--- src/rtl/branch_pkg.sv ---
// Shared types and constants for the branch controller: FSM states,
// branch condition encodings, program base addresses and LUT geometry.
package branch_pkg;

    localparam int ADDR_W     = 10;
    localparam int LUT_DEPTH  = 16;
    localparam int LUT_IDX_W  = $clog2(LUT_DEPTH);
    localparam int PROG_W     = 2;
    localparam int CNT_W      = 8;

    localparam logic [ADDR_W-1:0] BASE_PROG0 = 10'd0;
    localparam logic [ADDR_W-1:0] BASE_PROG1 = 10'd256;
    localparam logic [ADDR_W-1:0] BASE_PROG2 = 10'd512;

    typedef enum logic [1:0] {
        S_IDLE   = 2'd0,
        S_LAUNCH = 2'd1,
        S_RUN    = 2'd2,
        S_DONE   = 2'd3
    } state_e;

    typedef enum logic [1:0] {
        COND_ALWAYS = 2'b00,
        COND_ZERO   = 2'b01,
        COND_NEG    = 2'b10,
        COND_NZ     = 2'b11
    } br_cond_e;

    // Program index 3 is never produced; it maps to program 0's base.
    function automatic logic [ADDR_W-1:0] prog_base(input logic [PROG_W-1:0] prog);
        case (prog)
            2'd1:    return BASE_PROG1;
            2'd2:    return BASE_PROG2;
            default: return BASE_PROG0;
        endcase
    endfunction

    function automatic logic cond_eval(input br_cond_e cond, input logic zero, input logic neg);
        case (cond)
            COND_ZERO: return zero;
            COND_NEG:  return neg;
            COND_NZ:   return !zero;
            default:   return 1'b1;
        endcase
    endfunction

endpackage

--- src/rtl/branch_ctrl_if.sv ---
// Bundle of decode, flag, LUT-programming and PC-control signals around branch_ctrl.
interface branch_ctrl_if;
    import branch_pkg::*;

    logic                 start;
    logic                 halt;
    logic                 br_req;
    logic [1:0]           br_cond;
    logic [LUT_IDX_W-1:0] br_idx;
    logic                 zero_flag;
    logic                 neg_flag;
    logic                 lut_we;
    logic [LUT_IDX_W-1:0] lut_addr;
    logic [ADDR_W-1:0]    lut_data;

    logic                 jen;
    logic [ADDR_W-1:0]    jump;
    logic                 busy;
    logic                 done;
    logic [PROG_W-1:0]    prog_num;
    logic [CNT_W-1:0]     taken_cnt;

    modport master (
        output start, halt, br_req, br_cond, br_idx, zero_flag, neg_flag,
               lut_we, lut_addr, lut_data,
        input  jen, jump, busy, done, prog_num, taken_cnt
    );

    modport slave (
        input  start, halt, br_req, br_cond, br_idx, zero_flag, neg_flag,
               lut_we, lut_addr, lut_data,
        output jen, jump, busy, done, prog_num, taken_cnt
    );

endinterface

--- src/rtl/jump_lut.sv ---
// Branch target table: 16 x 10-bit registers, synchronous write,
// asynchronous read, asynchronous clear.
module jump_lut
    import branch_pkg::*;
(
    input  logic                 clk,
    input  logic                 rst_n,
    input  logic                 we_i,
    input  logic [LUT_IDX_W-1:0] waddr_i,
    input  logic [ADDR_W-1:0]    wdata_i,
    input  logic [LUT_IDX_W-1:0] raddr_i,
    output logic [ADDR_W-1:0]    rdata_o
);

    logic [ADDR_W-1:0] mem_q [LUT_DEPTH];

    // NOTE: this table is built from flops, not a RAM macro, because every
    // entry must clear on reset; do not reset real memories this way.
    always_ff @(posedge clk or negedge rst_n) begin
        if (!rst_n) begin
            for (int i = 0; i < LUT_DEPTH; i++) begin
                mem_q[i] <= '0;
            end
        end else if (we_i) begin
            mem_q[waddr_i] <= wdata_i;
        end
    end

    assign rdata_o = mem_q[raddr_i];

endmodule

--- src/rtl/branch_ctrl.sv ---
// Branch controller: launches one of three programs, resolves conditional
// branches through a target LUT with zero latency, and counts taken branches.
module branch_ctrl
    import branch_pkg::*;
(
    input  logic         clk,
    input  logic         rst_n,
    branch_ctrl_if.slave bus
);

    state_e               state_q, state_d;
    logic                 start_q;
    logic [PROG_W-1:0]    prog_num_q, prog_num_d;
    logic [CNT_W-1:0]     taken_cnt_q, taken_cnt_d;

    logic                 start_rise;
    logic                 lut_wr_en;
    logic [ADDR_W-1:0]    lut_rdata;
    logic                 jen;
    logic [ADDR_W-1:0]    jump;

    assign start_rise = bus.start && !start_q;

    jump_lut u_lut (
        .clk     (clk),
        .rst_n   (rst_n),
        .we_i    (lut_wr_en),
        .waddr_i (bus.lut_addr),
        .wdata_i (bus.lut_data),
        .raddr_i (bus.br_idx),
        .rdata_o (lut_rdata)
    );

    // NOTE: sequential state uses non-blocking assignments so every register
    // samples the pre-edge values regardless of statement order.
    always_ff @(posedge clk or negedge rst_n) begin
        if (!rst_n) begin
            state_q     <= S_IDLE;
            start_q     <= 1'b0;
            prog_num_q  <= '0;
            taken_cnt_q <= '0;
        end else begin
            state_q     <= state_d;
            start_q     <= bus.start;
            prog_num_q  <= prog_num_d;
            taken_cnt_q <= taken_cnt_d;
        end
    end

    // NOTE: every output of this block gets a default first, so no path
    // through the case leaves a signal unassigned and infers a latch.
    always_comb begin
        state_d   = state_q;
        jen       = 1'b0;
        jump      = '0;
        lut_wr_en = 1'b0;
        case (state_q)
            S_IDLE, S_DONE: begin
                lut_wr_en = bus.lut_we;
                if (start_rise) begin
                    state_d = S_LAUNCH;
                end
            end
            S_LAUNCH: begin
                jen     = 1'b1;
                jump    = prog_base(prog_num_q);
                state_d = S_RUN;
            end
            S_RUN: begin
                // Halt wins over a branch decoded in the same cycle.
                if (bus.halt) begin
                    state_d = S_DONE;
                end else if (bus.br_req &&
                             cond_eval(br_cond_e'(bus.br_cond), bus.zero_flag, bus.neg_flag)) begin
                    jen  = 1'b1;
                    jump = lut_rdata;
                end
            end
            default: state_d = S_IDLE;
        endcase
    end

    always_comb begin
        prog_num_d  = prog_num_q;
        taken_cnt_d = taken_cnt_q;
        if ((state_q == S_IDLE || state_q == S_DONE) && start_rise) begin
            taken_cnt_d = '0;
        end
        if (state_q == S_RUN) begin
            if (jen && taken_cnt_q != {CNT_W{1'b1}}) begin
                taken_cnt_d = taken_cnt_q + 1'b1;
            end
            if (bus.halt) begin
                prog_num_d = (prog_num_q == 2'd2) ? 2'd0 : prog_num_q + 2'd1;
            end
        end
    end

    assign bus.jen       = jen;
    assign bus.jump      = jump;
    assign bus.busy      = (state_q == S_LAUNCH) || (state_q == S_RUN);
    assign bus.done      = (state_q == S_DONE);
    assign bus.prog_num  = prog_num_q;
    assign bus.taken_cnt = taken_cnt_q;

endmodule

--- src/flat_wrapper.sv ---
// flat-port wrapper written by rule: the top's interface ports become plain ports
module branch_ctrl_flat import branch_pkg::*;
  (clk, rst_n, bus_start, bus_halt, bus_br_req, bus_br_cond, bus_br_idx, bus_zero_flag, bus_neg_flag, bus_lut_we, bus_lut_addr, bus_lut_data, bus_jen, bus_jump, bus_busy, bus_done, bus_prog_num, bus_taken_cnt);
  branch_ctrl_if bus_i ();
  input  logic clk;
  input  logic rst_n;
  input wire logic [$bits(bus_i.start)-1:0] bus_start;
  input wire logic [$bits(bus_i.halt)-1:0] bus_halt;
  input wire logic [$bits(bus_i.br_req)-1:0] bus_br_req;
  input wire logic [$bits(bus_i.br_cond)-1:0] bus_br_cond;
  input wire logic [$bits(bus_i.br_idx)-1:0] bus_br_idx;
  input wire logic [$bits(bus_i.zero_flag)-1:0] bus_zero_flag;
  input wire logic [$bits(bus_i.neg_flag)-1:0] bus_neg_flag;
  input wire logic [$bits(bus_i.lut_we)-1:0] bus_lut_we;
  input wire logic [$bits(bus_i.lut_addr)-1:0] bus_lut_addr;
  input wire logic [$bits(bus_i.lut_data)-1:0] bus_lut_data;
  output wire logic [$bits(bus_i.jen)-1:0] bus_jen;
  output wire logic [$bits(bus_i.jump)-1:0] bus_jump;
  output wire logic [$bits(bus_i.busy)-1:0] bus_busy;
  output wire logic [$bits(bus_i.done)-1:0] bus_done;
  output wire logic [$bits(bus_i.prog_num)-1:0] bus_prog_num;
  output wire logic [$bits(bus_i.taken_cnt)-1:0] bus_taken_cnt;
  assign bus_i.start = bus_start;
  assign bus_i.halt = bus_halt;
  assign bus_i.br_req = bus_br_req;
  assign bus_i.br_cond = bus_br_cond;
  assign bus_i.br_idx = bus_br_idx;
  assign bus_i.zero_flag = bus_zero_flag;
  assign bus_i.neg_flag = bus_neg_flag;
  assign bus_i.lut_we = bus_lut_we;
  assign bus_i.lut_addr = bus_lut_addr;
  assign bus_i.lut_data = bus_lut_data;
  assign bus_jen = bus_i.jen;
  assign bus_jump = bus_i.jump;
  assign bus_busy = bus_i.busy;
  assign bus_done = bus_i.done;
  assign bus_prog_num = bus_i.prog_num;
  assign bus_taken_cnt = bus_i.taken_cnt;
  branch_ctrl u_core (.clk(clk), .rst_n(rst_n), .bus(bus_i));
endmodule
--- config.mk ---
export PLATFORM = sky130hd
export DESIGN_NAME = branch_ctrl_flat
export DESIGN_NICKNAME = d
export VERILOG_FILES = /design/src/rtl/branch_pkg.sv /design/src/rtl/branch_ctrl_if.sv /design/src/rtl/jump_lut.sv /design/src/rtl/branch_ctrl.sv /design/src/flat_wrapper.sv
export SDC_FILE = /design/constraint.sdc
export NUM_CORES = 1
export LEC_CHECK = 0
export BUFFER_PORTS_ARGS = -buffer_cell sky130_fd_sc_hd__buf_2
export CORE_MARGIN = 1.5
export CORE_UTILIZATION = 59
export DETAILED_ROUTE_END_ITERATION = 8
export GPL_ROUTABILITY_DRIVEN = 0
export HOLD_SLACK_MARGIN = 0.03
export MAX_ROUTING_LAYER = met4
export PLACE_DENSITY = 0.78
export SLEW_MARGIN = 0
export SYNTH_ARGS = -nofsm -noshare
export SYNTH_HDL_FRONTEND = slang
export SYNTH_SLANG_ARGS = --single-unit
--- constraint.sdc ---
create_clock -name clk -period 2.45 [get_ports clk]
set_input_delay 0 -clock clk [delete_from_list [all_inputs] [get_ports clk]]
set_output_delay 0 -clock clk [all_outputs]
set_load 0.02 [all_outputs]
-- Word level (Yosys, flattened, before mapping)
Cells that the tools add are included.
W data, S select, Z words.
- register bits: 173
- output and inout bits: 23
- eq/ne operators: 11
- reductions and logical operators: 13
- multiplexer cells: 24
- $add $sub $neg: 2
- $lt $le $gt $ge: 3
- bitwise gates (word level): 2
- operators by type and width (kind ; number):
    $bwmux W160 ; 1
    $mux W10 ; 5
    $bmux W10 S4 ; 1
    $demux W10 S4 ; 1
    $pmux W10 S2 ; 2
    $mux W8 ; 3
    $eq A2 B2 Y1 const B ; 5
    $ge A5 B5 Y1 const B ; 2
    $not A4 Y5 ; 2
    $add A8 B1 Y8 const B ; 1
    $ne A8 B8 Y1 const B ; 1
    $eq A2 B1 Y1 const B ; 3
    $mux W2 ; 3
    $pmux W2 S3 ; 1
    $logic_and A1 B1 Y1 ; 5
    $lt A5 B1 Y1 const B ; 1
    $mux W1 ; 5
    $reduce_and A2 Y1 ; 2
    $pmux W1 S3 ; 1
    $add A2 B1 Y2 const B ; 1
    $logic_not A1 Y1 ; 2
    $logic_not A2 Y1 ; 1
    $logic_or A1 B1 Y1 ; 2
    $ne A2 B1 Y1 const B ; 1
    other kinds (3) ; 3

-- Depth between registers and ports, before layout
Gate-level depths: netlist (run 1).
- depth after elaboration: 11
- mapped depth: 8
- gate-level depth less buffers: 7

-- Hierarchy
Synthesis (run 1) repeated with hierarchy kept, for this count alone.
- cells, all modules: 541
- area total of the unflattened synthesis: 8047.7 µm²
- by module, submodules not included (module ; cells each ; times used ; area an instance (µm²) ; sequential area each (µm²)):
    jump_lut ; 446 ; 1 ; 7210.7 ; 4003.8
    branch_ctrl ; 95 ; 1 ; 837.1 ; 325.3

-- Worst setup path before layout (run 1)
Ideal clock, no wire load.
- path kind: register to register
- start: register u_core.state_q[0]
- end: register u_core.taken_cnt_q[3], in the netlist u_core.bus.taken_cnt[3]
- arrival time: 1889 ps
- stages on the path, launching flop included: 8
- setup slack: 437 ps
- setup time: 124 ps
- clock period less this slack: 2013 ps
- cell sequence: dfrtp_1 > inv_1 > ha_1 > inv_1 > o2111a_1 > a21oi_2 > o21a_1 > a211o_1
- cells in the longest elaborated chain, start to end: 6
- elaborated cells on any way between the ends: 11
- those cells by class: 3 x eq/ne; 4 x mux; 4 x reduce/logical
- ends and longest elaborated chain (item ; line ; RTL):
    from (decl) ; branch_ctrl.sv:11 ; state_e state_q, state_d;
    from (signal assigned) ; branch_ctrl.sv:43 ; state_q <= state_d;
    $eq A2 B2 Y1 / $logic_not A2 Y1 (equally long branches) ; branch_ctrl.sv:86 ; if ((state_q == S_IDLE || state_q == S_DONE) && start_rise) begin
    $logic_or A1 B1 Y1 ; branch_ctrl.sv:86 ;
    $logic_and A1 B1 Y1 ; branch_ctrl.sv:86 ;
    $mux W8 ; branch_ctrl.sv:86 ;
    $mux W8 ; branch_ctrl.sv:90 ; if (jen && taken_cnt_q != {CNT_W{1'b1}}) begin
    $mux W8 * ; branch_ctrl.sv:89 ; if (state_q == S_RUN) begin
    via u_core.taken_cnt_d[3] ; branch_ctrl.sv:14 ; logic [CNT_W-1:0] taken_cnt_q, taken_cnt_d;
    to (signal assigned) ; branch_ctrl.sv:46 ; taken_cnt_q <= taken_cnt_d;
    to (decl) ; branch_ctrl.sv:14 ;
Mark *: on every way through the listed nets, which the timed path passes. The rest lies on a longest branch.
A chain may end at the register's enable or synchronous reset.

-- Worst setup path in the final report (run 1)
- start: register u_core.state_q[0]
- end: output bus_jump[2]
- cells in the longest elaborated chain, start to end: 2
- elaborated cells on any way between the ends: 3
- those cells by class: 2 x eq/ne; 1 x mux
- ends and longest elaborated chain (item ; line ; RTL):
    $eq A2 B2 Y1 / $eq A2 B1 Y1 (equally long branches) ; branch_ctrl.sv:57 ; case (state_q)
    $pmux W10 S2 * ; branch_ctrl.sv:57 ;
    to (decl) ; flat_wrapper.sv:18 ; output wire logic [$bits(bus_i.jump)-1:0] bus_jump;
Every way passes the cells marked *; elsewhere a longest branch is shown, timed or not.

==> flow_metrics.env, run 1 <==
export IMPL_die_height_microns=121
export IMPL_area_delta_synth_final_pct=15.4
export IMPL_fin_skew_ps=9.70
export IMPL_maxCapViolCount=0
export IMPL_power_frac_comb=0.266
export IMPL_powerDensity_nw_per_um2=1090
export IMPL_ys_seq_area_frac=0.531
export IMPL_worstSkewPairLatency_ps=420
export IMPL_switchingPower_w=0.00272
export IMPL_min_period_ps=2370
export IMPL_regArea_sq_um=4330
export IMPL_ir_worst_vdd_v=0.000607
export IMPL_grt_max_degree=65
export IMPL_drt_pre_antenna_iters=4
export IMPL_seqPwrFrac=0.470
export IMPL_die_width_microns=121
export IMPL_wire_per_inst_microns=21.9
export IMPL_tightestPinTransition_ps=584
export IMPL_synth_avg_cell_area_sq_um=15.2
export IMPL_fillers=913
export IMPL_dr_total_vias=4891
export IMPL_numCtsBuffers=17
export IMPL_clk_path_buf_depth=2
export IMPL_antenna_found_initial=0
export IMPL_maxSlewViolCount=0
export IMPL_final_layout_size_suffix_gt1_frac=0.526
export IMPL_whs_ps=53.7
export IMPL_synth_ff_type="dfrtp_1"
export IMPL_core_area_sq_um=13300
export IMPL_swShare=0.264
export IMPL_grtUsageTotal=0.274
export IMPL_crit_path_start_kind="flip-flop"
export IMPL_nets=642
export IMPL_grt_pass1_wl_mm=28.7
export IMPL_drtAntennaViolNets=0
export IMPL_synth_edff_count=0
export IMPL_p_int_w=0.00756
export IMPL_grt_pass1_vias=5240
export IMPL_path_max_fanout=7
export IMPL_clock_sinks=173
export IMPL_ys_ff_latch=173
export IMPL_clkPwrFrac=0.265
export IMPL_hpwlAfterDp_mm=11.2
export IMPL_fin_crit_sh=0.966
export IMPL_multi_input_area_sq_um=3690
export IMPL_num_antenna_cells=0
export IMPL_grt_ovfl_total=0
export IMPL_finalWirelength_mm=17.4
export IMPL_ios=51
export IMPL_hold_viol=0
export IMPL_maxSlewHeadroom=0.607
export IMPL_holdCritPathClass="input pin to flip-flop"
export IMPL_status="complete, no violations"
export IMPL_ys_warn_count=0
export IMPL_power_total_w=0.0103
export IMPL_drcViolationCount=0
export IMPL_clkTransAtPathRegs_ps=60
export IMPL_portBuffers=50
export IMPL_setup_viol=0
export IMPL_synth_area_sq_um=8150
export IMPL_max_freq_mhz=423
export IMPL_critical_path_class="flip-flop to output pin"
export IMPL_cts_htree_levels=4
export IMPL_cts_tree="done"
export IMPL_drt_iter0_drc=274
export IMPL_syn_num_nets=568
export IMPL_avgViaCountPerCell=6.14
export IMPL_cp_required_ps=2450
export IMPL_synth_async_reset_ratio=1.00
export IMPL_root_buffer="clkbuf_16"
export IMPL_end_kind="output pin"
export IMPL_arrival_ps=2370
export IMPL_synthCells=535
export IMPL_yosysUniqueCellTypes=43
export IMPL_start_util=0.611
export IMPL_die_area_sq_um=14500
export IMPL_leakage_nw=4.25
export IMPL_rows=42
export IMPL_rsz0062_at_grt="true"
metrics by stage:
stage                     TNS, ps  instances  setup slack, ps  utilization  area (sq um)
after CTS                       0        795             64.2        0.703          9390
after global placement          0        761              311        0.656          8750
after floorplan                 0        535              437            -          8150
after detailed placement        0        761              295        0.656          8750
after global routing        -53.2        796            -42.4        0.704          9400
final                           0        796             84.1        0.704          9400
kinds of logic (layout without fill, tap and decap cells):
| group | after synthesis | after routing | share of synthesized area |
|---|---|---|---|
| compound gates | 38 | 38 | 0.0338 |
| xor+xnor | 4 | 4 | 0.00430 |
| fa+ha+maj | 5 | 5 | 0.00768 |
| buf+inv | 33 | 118 | 0.0187 |
| flops | 173 | 173 | 0.531 |
| mux | 213 | 213 | 0.352 |
| simple gates | 69 | 69 | 0.0519 |
cell usage after synthesis (8+ instances only):
| library cell | count | area [sq um] |
|---|---|---|
| nand2b_1 | 10 | 62.6 |
| nand2_1 | 10 | 37.5 |
| dfrtp_1 | 173 | 4330 |
| a211oi_1 | 16 | 120 |
| mux2_4 | 10 | 150 |
| buf_2 | 8 | 40.0 |
| nor2b_1 | 10 | 62.6 |
| nor2_2 | 9 | 56.3 |
| clkbuf_1 | 13 | 48.8 |
| mux2_2 | 152 | 1710 |
| mux4_2 | 40 | 901 |
| mux2i_1 | 11 | 110 |
per-layer routing:
metal | track usage | vias to the layer above | wire length (microns)
li1 | - | 2155 | -
met1 | 0.365 | 2589 | 7550
met2 | 0.436 | 128 | 8800
met3 | 0.0462 | 19 | 822
met4 | 0.0897 | 0 | 262
met5 | - | - | 0
power by group through the flow:
stage	Combinational [W]	Sequential (W)	Clock, W
4_1_cts	0.00275	0.00481	0.00277
3_5_place_dp	0.00271	0.00483	0
5_1_grt	0.00297	0.00498	0.00289
2_1_floorplan	0.00217	0.00461	0
3_3_place_gp	0.00259	0.00471	0
6_report	0.00273	0.00482	0.00272
repair_timing:
action,in CTS,in global routing
buffers inserted,0,1
hold buffers,4,0
endpoints found under the hold margin,67,0
gates resized for setup,4,2
setup endpoints to repair,5,4
state kept, by name (all words and copies together), names as in the netlist:
name and cells:
u_core.bus.taken_cnt 8, u_core.u_lut.mem_q 160, u_core.state_q 2, u_core.start_q 1
u_core.bus.prog_num 2
worst max-delay path, cell delays in order, from the launching register on:
cell and delay [ps]:
dfrtp_1 410, inv_1 80, ha_2 310, inv_1 100
o2111a_1 230, nand2_2 130, buf_4 200, a211oi_1 250
buf_2 230
final timing paths:
kind                                          from                      end  slack, ps  cells after the start
setup reg to reg                 u_core.state_q[0]   u_core.u_lut.mem_q[71]        360                      6
setup / recovery                 u_core.state_q[0]              bus_jump[2]         80                      8
min in group asynchronous                    rst_n    u_core.u_lut.mem_q[4]        120                      2
hold / removal                     bus_lut_data[9]   u_core.u_lut.mem_q[79]         50                      2
max in group asynchronous                    rst_n  u_core.u_lut.mem_q[112]       1470                      3
hold reg to reg            u_core.u_lut.mem_q[135]  u_core.u_lut.mem_q[135]        500                      1
cell type report:
cell class / instances / share of cell area
clock buffers: 22 / 0.0472
clock inverters: 8 / 0.0152
inverters: 6 / 0.00240
multi-input cells: 329 / 0.392
flip-flops and latches: 173 / 0.460
well taps: 176 / 0.0234
repair buffers: 82 / 0.0592
layout by cell type (no fill, tap or decap), types with 3 or more instances in the layout:
cell,n
buf_12,4
o21ai_0,6
mux2i_1,11
o2bb2ai_1,4
inv_1,6
nand4_1,3
mux2_4,10
mux2_2,152
mux4_2,40
a211oi_1,14
dlygate4sd3_1,4
buf_2,49
ha_1,4
clkbuf_16,17
nand2_1,9
clkinv_2,3
bufinv_16,4
nand2b_1,10
nor2_1,6
dfrtp_1,173
nand3_1,3
buf_4,24
nor2_2,9
nor3_1,4
clkbuf_1,5
nor2b_1,10
No activity file was read; power rests on OpenSTA's default activity.
==> inputs of run 2 (changes only) <==
- CELL_PAD_IN_SITES_DETAIL_PLACEMENT: unset -> 2
- CELL_PAD_IN_SITES_GLOBAL_PLACEMENT: unset -> 2
- CORE_UTILIZATION: 59 -> 45
- PLACE_DENSITY: 0.78 -> 0.8
==> run 2 against run 1 <==
Effect of this change: count of clock-buffer cells in the layout is 3 lower; critical path depth stayed put; register-to-register slack worse by 100 ps; non-clock buffer count is 1 lower; power is 5.0% higher; sequential power is 3% higher; core utilization is 17 points lower; clock skew is 2.9 ps lower; worst setup slack better by 9.3 ps; sequential share of layout area is 0.73 points lower; clock power is 7% higher; combinational power is 7% higher.
==> flow_metrics.env, run 2 (synthesis gave the netlist of run 1 again) <==
export IMPL_grt_ovfl_total=0
export IMPL_status="complete, no violations"
export IMPL_leakage_nw=4.27
export IMPL_worstSkewPairLatency_ps=430
export IMPL_num_antenna_cells=0
export IMPL_hpwlAfterDp_mm=14.7
export IMPL_path_max_fanout=7
export IMPL_final_common_cell="dfrtp_1"
export IMPL_grt_pass1_wl_mm=35.9
export IMPL_nets=641
export IMPL_arrival_ps=2360
export IMPL_post_cts_buffers=0
export IMPL_root_buffer="clkbuf_16"
export IMPL_regMostFlops="u_core.u_lut.mem_q"
export IMPL_whs_ps=49.1
export IMPL_die_area_sq_um=18900
export IMPL_grt_max_degree=73
export IMPL_powerDensity_nw_per_um2=1130
export IMPL_min_period_ps=2360
export IMPL_drcViolationCount=0
export IMPL_clkTransAtPathRegs_ps=70
export IMPL_finish_instance_area_sq_um=9560
export IMPL_rows=49
export IMPL_final_layout_size_suffix_gt1_frac=0.543
export IMPL_dr_total_vias=5032
export IMPL_core_area_sq_um=17800
export IMPL_maxSlewViolCount=0
export IMPL_layout_common_cells="dfrtp_1 (172), mux2_2 (152), buf_2 (47)"
export IMPL_numCtsBuffers=17
export IMPL_setup_tns_ps=0
export IMPL_crit_path_start_kind="flip-flop"
export IMPL_placed_area_sq_um=8850
export IMPL_fin_util=0.536
export IMPL_ir_worst_vdd_v=0.000655
export IMPL_grt_pass1_vias=5765
export IMPL_placed_cells=815
export IMPL_grtUsageTotal=0.276
export IMPL_max_freq_mhz=424
export IMPL_antenna_found_initial=0
export IMPL_ios=51
export IMPL_area_delta_synth_final_pct=17.3
export IMPL_largest_register_ffs=160
export IMPL_final_cells=850
export IMPL_finalWirelength_mm=23.4
export IMPL_clk_path_buf_depth=2
export IMPL_fin_skew_ps=6.78
export IMPL_fin_crit_sh=0.962
export IMPL_critical_path_class="flip-flop to output pin"
export IMPL_hold_viol=0
export IMPL_maxSlewHeadroom=0.531
export IMPL_rsz0062_at_grt="false"
export IMPL_drtAntennaViolNets=0
export IMPL_setup_viol=0
export IMPL_die_width_microns=138
export IMPL_portBuffers=50
export IMPL_cp_required_ps=2450
export IMPL_drt_iter0_drc=184
export IMPL_holdCritPathClass="input pin to flip-flop"
export IMPL_end_kind="output pin"
export IMPL_wire_per_inst_microns=27.5
export IMPL_tightestPinTransition_ps=696
export IMPL_cts_htree_levels=4
export IMPL_drt_pre_antenna_iters=5
export IMPL_cts_tree="done"
export IMPL_maxCapViolCount=0
export IMPL_clock_sinks=173
export IMPL_avgViaCountPerCell=5.92
export IMPL_start_util=0.457
export IMPL_die_height_microns=138
-- run 2: cell count changes in the layout (fill, tap and decap cells not counted), sizes merged --
cell / change
dlygate4sd3: -1
clkinvlp: +2
clkbuf: -3
inv: +3
-- run 2: critical path: stages, from the launching register on --
cell      delay [ps]
dfrtp_2          440
inv_1             80
ha_2             320
inv_1            120
o2111a_2         250
nand2_4          120
buf_4            200
a211oi_2         180
buf_2            210
-- run 2: report_power, final --
part,internal (W),leakage [nW],switching [W]
clock network,0.00174,0.300,0.00116
logic,0.00174,1.79,0.00117
registers,0.00414,2.18,0.000828
-- run 2: what timing repair did --
| action | 4_1_cts | 5_1_grt |
|---|---|---|
| gates resized for setup | 5 | 8 |
| endpoints found under the hold margin | 177 | 0 |
| hold buffers | 3 | 0 |
| endpoints found under the setup margin | 10 | 7 |
-- run 2: area by class of cell --
class                      count  area (sq um)
clock buffer                  19           443
clock inverter                13           188
inverter                       6          22.5
tap                          229           287
sequential                   173          4330
multi-input combinational    329          3710
timing repair buffer          81           577
fill                        1607          8280
-- run 2: final timing paths --
check | start | depth (start not counted) | endpoint | slack [ps]
worst max-delay path | u_core.state_q[0] | 8 | bus_jump[6] | 90
worst min-delay path | bus_lut_data[0] | 2 | u_core.u_lut.mem_q[80] | 50
worst max register to register | u_core.state_q[0] | 6 | u_core.u_lut.mem_q[74] | 260
worst min register to register | u_core.u_lut.mem_q[68] | 1 | u_core.u_lut.mem_q[68] | 510
max in group asynchronous | rst_n | 3 | u_core.u_lut.mem_q[142] | 1600
min in group asynchronous | rst_n | 2 | u_core.bus.taken_cnt[4] | 100
-- run 2: routing by layer --
| metal | global-route usage | vias to the layer above | wire length (microns) |
|---|---|---|---|
| met4 | 0.107 | 0 | 654 |
| met3 | 0.0361 | 45 | 603 |
| li1 | - | 2150 | - |
| met5 | - | - | 0 |
| met1 | 0.336 | 2731 | 9680 |
| met2 | 0.471 | 106 | 12500 |
-- run 2: metrics by stage --
stage | power [W] | worst slack, ps
3_3_place_gp | 0.00734 | 318
6_report | 0.0108 | 93.4
3_5_place_dp | 0.00778 | 185
4_1_cts | 0.0108 | 1.98
5_1_grt | 0.0113 | 12.3
2_1_floorplan | 0.00678 | 437
